File: config.mk
export PLATFORM = sky130hd
export DESIGN_NAME = cpu_run_ctrl
export DESIGN_NICKNAME = d
export VERILOG_FILES = /design/src/rtl/cpu_run_ctrl.sv
export SDC_FILE = /design/constraint.sdc
export NUM_CORES = 1
export LEC_CHECK = 0
export CAP_MARGIN = 40
export CELL_PAD_IN_SITES_DETAIL_PLACEMENT = 1
export CELL_PAD_IN_SITES_GLOBAL_PLACEMENT = 1
export CORE_MARGIN = 5
export CORE_UTILIZATION = 40
export DETAILED_ROUTE_END_ITERATION = 7
export PLACE_DENSITY = 0.8
export SLEW_MARGIN = 30
export SYNTH_ARGS = -nofsm -noshare
export SYNTH_HDL_FRONTEND = slang
export SYNTH_SLANG_ARGS = --single-unit
File: constraint.sdc
create_clock -name Clk -period 2.3 [get_ports Clk]
set_clock_uncertainty 0.05 [all_clocks]
set_input_delay 0.345 -clock Clk [delete_from_list [all_inputs] [get_ports Clk]]
set_output_delay 0.345 -clock Clk [all_outputs]
set_load 0.05 [all_outputs]
File: src/rtl/cpu_run_ctrl.sv
// Run controller for the single-cycle CPU: holds CPU reset after a start, then runs a bounded or unbounded
// number of enabled cycles. Define CPU_RUN_CTRL_STEP_EN to enable single-step execution via Step_Mode/Step.
module cpu_run_ctrl #(
    parameter int unsigned RESET_CYCLES = 2,
    parameter int unsigned MAX_CYCLES   = 16,
    parameter int unsigned CNT_W        = 16
) (
    input  logic             Clk,
    input  logic             Reset,
    input  logic             Start,
    input  logic             Halt_Req,
    input  logic             Step_Mode,
    input  logic             Step,
    output logic             Cpu_Reset,
    output logic             Cpu_En,
    output logic [CNT_W-1:0] Cycle_Count,
    output logic             Running,
    output logic             Done
);

    typedef enum logic [1:0] {S_IDLE, S_RST_HOLD, S_RUN, S_DONE} state_t;

    localparam logic [7:0]       HOLD_INIT = 8'(RESET_CYCLES);
    localparam logic [CNT_W:0]   LIMIT     = (CNT_W+1)'(MAX_CYCLES);
    localparam logic [CNT_W-1:0] CNT_MAX   = '1;

    state_t           r_state;
    logic [7:0]       r_hold;
    logic             w_run_en;
    logic             w_limit;
    logic [CNT_W-1:0] w_cnt_next;

`ifdef CPU_RUN_CTRL_STEP_EN
    logic r_step_d;
    logic w_step_rise;

    always_ff @(posedge Clk) begin
        if (!Reset) r_step_d <= 1'b0;
        else        r_step_d <= Step;
    end

    assign w_step_rise = Step & ~r_step_d;
    assign w_run_en    = ~Step_Mode | w_step_rise;
`else
    logic w_unused_step;
    assign w_unused_step = Step_Mode ^ Step;
    assign w_run_en      = 1'b1;
`endif

    // Counter saturates rather than wrapping so an unlimited run never reads as a short one.
    assign w_cnt_next = (Cycle_Count == CNT_MAX) ? Cycle_Count : Cycle_Count + CNT_W'(1);
    assign w_limit    = (MAX_CYCLES != 0) && Cpu_En && (({1'b0, Cycle_Count} + (CNT_W+1)'(1)) == LIMIT);

    always_ff @(posedge Clk) begin
        if (!Reset) begin
            r_state     <= S_IDLE;
            r_hold      <= '0;
            Cpu_Reset   <= 1'b0;
            Cpu_En      <= 1'b0;
            Cycle_Count <= '0;
            Running     <= 1'b0;
            Done        <= 1'b0;
        end else begin
            if (Cpu_En) Cycle_Count <= w_cnt_next;
            case (r_state)
                S_IDLE, S_DONE: begin
                    if (Start) begin
                        r_state     <= S_RST_HOLD;
                        r_hold      <= HOLD_INIT;
                        Cpu_Reset   <= 1'b0;
                        Cycle_Count <= '0;
                        Done        <= 1'b0;
                    end
                end
                S_RST_HOLD: begin
                    Cycle_Count <= '0;
                    if (r_hold <= 8'd1) begin
                        r_state   <= S_RUN;
                        Cpu_Reset <= 1'b1;
                        Running   <= 1'b1;
                        Cpu_En    <= w_run_en;
                    end else begin
                        r_hold <= r_hold - 8'd1;
                    end
                end
                S_RUN: begin
                    // The final enabled cycle is still counted by the increment above.
                    if (Halt_Req || w_limit) begin
                        r_state <= S_DONE;
                        Cpu_En  <= 1'b0;
                        Running <= 1'b0;
                        Done    <= 1'b1;
                    end else begin
                        Cpu_En <= w_run_en;
                    end
                end
                default: r_state <= S_IDLE;
            endcase
        end
    end

endmodule

==> impl_summary.md, run 1 <==
Status
The run finished with clean final reports.

Cells and area
The relative area change from synthesis to final layout is 26.6%. The non-filler instance count after layout is around 300. The layout net count is around 260. The register cell area after layout is roughly 600 sq um. The number of antenna cells inserted is 0. The area taken by multi-input logic gates is 0.00112 sq mm.

The final core utilization is 0.518. The fill cell instance count of the final layout is 530. The proportion of layout cells with a drive suffix above 1 is 0.139.

Timing
The final worst-path cycle share is 0.919. The worst pin sits at a relative slew slack of 0.655. Setup violations remaining at the end of the flow were counted as 0. Derived from the worst setup path, the maximum achievable clock frequency is around 470 MHz. Summed over all failing endpoints, the final setup total negative slack is 0 ns. For the pin with the worst max-slew slack, the measured transition is 0.517 ns. Setup repair after global routing left no endpoint under its margin. For the finished layout, the period the worst path requires is ~2.1 ns. The final number of max-transition violations is 0.

The minimum hold slack is between 0.4 and 0.5 ns. The count of final hold-check violations is 0.

Route
The final routed DRC violation total is 0. Using the TritonRoute via totals, the vias-per-cell ratio works out to between 5 and 6. Across all layers, the routed design uses 1659 vias. For this block, the routed nets add up to 4690 microns of wire. The number of iterations in the first detailed-routing pass is 4.

In the final routing, the length of wire on met1 measures approximately 2100 microns. The top layer reached by signal wires is met4. The count of nets left with antenna violations once routing finished came out at 0. The routed length per placed instance is between 15 and 20 microns. The number of DRC violations after detailed-routing iteration 0 is 95.

Wire segments on met3 add up to roughly 150 microns in the final route. The total met2 wirelength after detailed routing is approximately 2400 microns.

Synth
Of the total synthesized cell area, the portion taken by full adders, half adders and majority gates is 0.0498. The area fraction in and, or, nand and nor cells after synthesis is 0.289. The area share of the largest cell type after synthesis is 0.342. The xor/xnor cell area share of the yosys netlist is 0.0847. The leading area contributor after synthesis is dfxtp_1. Among all flip-flop cells after synthesis, the most frequent one is dfxtp_1. Yosys instantiated no cell more often than dfxtp_1. The distinct cell type count after synthesis is 55. Summing every instance area after synthesis gives around 0.0018 sq mm. The Yosys warning count is 0. Measured against the total synthesized area, the mux share comes to 0.0178.

The proportion of synthesized chip area in sequential cells is 0.342. The mean post-synth cell area is between 8 and 9 sq um. The cell count after synthesis came out at 209. The count of flip-flops with a built-in enable after synthesis is 0.

The complex-gate fraction of the synthesized area came to 0.186. Sorting the synthesized cells by how often they occur yields dfxtp_1 (30), nor2_1 (27), nand2_1 (18), xnor2_1 (13), a21oi_1 (12). After synthesis the netlist holds a flip-flop and latch count of 30. Ranked by total cell area, the synthesized netlist is headed by dfxtp_1 (34%), xnor2_1 (6.5%), nor2_1 (5.8%). The number of nets in the synthesized netlist is 222.

The proportion of synthesized flip-flops having asynchronous set or reset is 0. After synthesis, the largest family of logic cells by area is simple AND/OR/NAND/NOR gates.

Global route
Global routing finished with a remaining overflow of 0. The number of global-route vias before repair was about 1700. In the global route stage, overall resource usage came out at 0.165.

The number of antenna violations at the first check in global routing came to 0. The first global-routing pass estimated ~8000 microns of wire. Entering global routing, the biggest net connects 17 pins.

Floorplanning
The die is approximately 76 microns tall. The number of placement rows is 24. For this design the top-level I/O count stands at 26. The initial utilization of the core area, before any placement, comes to 0.409.

The total area inside the core boundary comes to ~0.0043 sq mm. The die is roughly 76 microns wide. The area of the die is 0.00582 sq mm.

CTS
The number of sinks on the clock net is 30. The count of H-tree levels built during CTS is 2. The clock reaches the later pin of the worst-skew pair after roughly 0.28 ns. The clock passes through at most 2 buffers. TritonCTS built the clock tree.

Clock-pin slew was measured on the worst setup and hold paths at ~0.07 ns. The number of buffers created by CTS is 5. The number of setup buffers added after CTS is 0. The clock tree root buffer cell is clkbuf_8.

Critical path
Data on the critical path is required at its endpoint by 2.41 ns. The maximum fanout along the worst path is 10. The sort of element at the start of the critical path is a flop.

The setup path with the least slack is of type flop to flop. The worst setup path is captured at a flop. For the worst setup path, the data arrival time is 2.23 ns.

Placed design
In this run the tool buffered the top-level ports with 23 buffer cells. The number of placed instances, taps included, is about 290. The detailed placement HPWL is roughly 3500 microns. At the end of routability-driven placement, the weighted congestion stood at approximately 0.77.

Run
The count of max-cap constraint violations is 0.

Hold path
The type of the worst min-delay path is flop to flop.

Power
The analysis attributes to cell leakage a power of between 0.7 and 0.8 nW. The worst ir drop on vdd is 0.656 mV. Power spread over the standard cell area amounts to around 1100 mW/mm^2.

The design draws between 2 and 2.5 mW.
==> final timing paths <==
kind | cells after the start | startpoint | slack, ns | to
max reg2reg | 8 | Cycle_Count[1] | 0.19 | Cycle_Count[5]
min | 2 | r_hold[2] | 0.44 | r_hold[2]
max | 8 | Cycle_Count[1] | 0.19 | Cycle_Count[5]
min reg2reg | 2 | r_hold[2] | 0.44 | r_hold[2]
==> placed cells by master (no fill, tap or decap), drive strengths merged, types with 2 or more instances in the layout <==
cell / count
or3: 3
clkbuf: 5
dfxtp: 30
or2: 2
nand4: 5
nor2: 28
and3: 2
a21o: 2
o31ai: 2
nor3: 12
nand3b: 2
a311oi: 2
a211oi: 2
clkinv: 2
clkdlybuf4s50: 23
nand3: 7
inv: 8
xor2: 4
mux2i: 2
buf: 9
a21oi: 13
nand2: 19
ha: 7
o21ai: 7
nand2b: 3
nor4: 5
a211o: 2
a31oi: 3
xnor2: 13
and2: 3
==> through the flow <==
step / setup slack, ns / cell area, sq um
3_3_place_gp: 0.160 / 2100
6_report: 0.185 / 2230
2_1_floorplan: 0.0416 / 1760
3_5_place_dp: 0.105 / 2100
4_1_cts: 0.0417 / 2210
5_1_grt: 0.0205 / 2230
==> state kept, by name, indices dropped and copies added (netlist names) <==
signal,cells
r_hold,8
Cycle_Count,16
Cpu_Reset,1
Done,1
r_state,2
Cpu_En,1
Running,1
==> power breakdown <==
| part | switching (mW) | leakage [nW] | internal (mW) |
|---|---|---|---|
| clock | 0.211 | 0.0579 | 0.319 |
| sequential | 0.0876 | 0.245 | 0.614 |
| combinational | 0.680 | 0.487 | 0.488 |
==> per-layer routing <==
metal | track usage | vias to the layer above
met5 | 0 | -
met4 | 0.0402 | 0
met3 | 0.0414 | 7
met2 | 0.288 | 22
met1 | 0.201 | 809
li1 | - | 821
==> cell type report <==
| cell class | instances | area share |
|---|---|---|
| multi-input combinational | 166 | 0.504 |
| inverter | 8 | 0.0135 |
| timing repair buffer | 32 | 0.134 |
| tap | 52 | 0.0292 |
| clock inverter | 3 | 0.0180 |
| sequential | 30 | 0.271 |
| clock buffer | 5 | 0.0309 |
==> worst max-delay path, stage by stage (launching register included) <==
cell     delay [ns]
dfxtp_2        0.42
ha_2           0.25
and4_1         0.30
nand3_2        0.16
o31ai_2        0.30
buf_4          0.23
nor2_1         0.07
xnor2_1        0.14
nor2_1         0.07
==> logic make-up (layout without fill, tap and decap cells) <==
logic type / count (synthesis) / after routing
adder cells (fa/ha/maj): 7 / 7
AO/OA/AOI/OAI: 43 / 43
XOR/XNOR: 17 / 17
flip-flops: 30 / 30
multiplexers: 3 / 3
AND/OR/NAND/NOR: 96 / 96
buffers and inverters: 13 / 48
==> what timing repair did <==
item | CTS | global route
endpoints found under the setup margin | 0 | 12
hold buffers | 0 | 0
resized for setup | 0 | 4
endpoints found under the hold margin | 0 | 0
Note: power is estimated with default switching activity, not from simulation.
==> run 2, diff against run 1 <==
HOLD_SLACK_MARGIN = 0.02   (was unset)
==> results of run 2 <==
Final layout, timing and power as in run 1 (identical DEF).
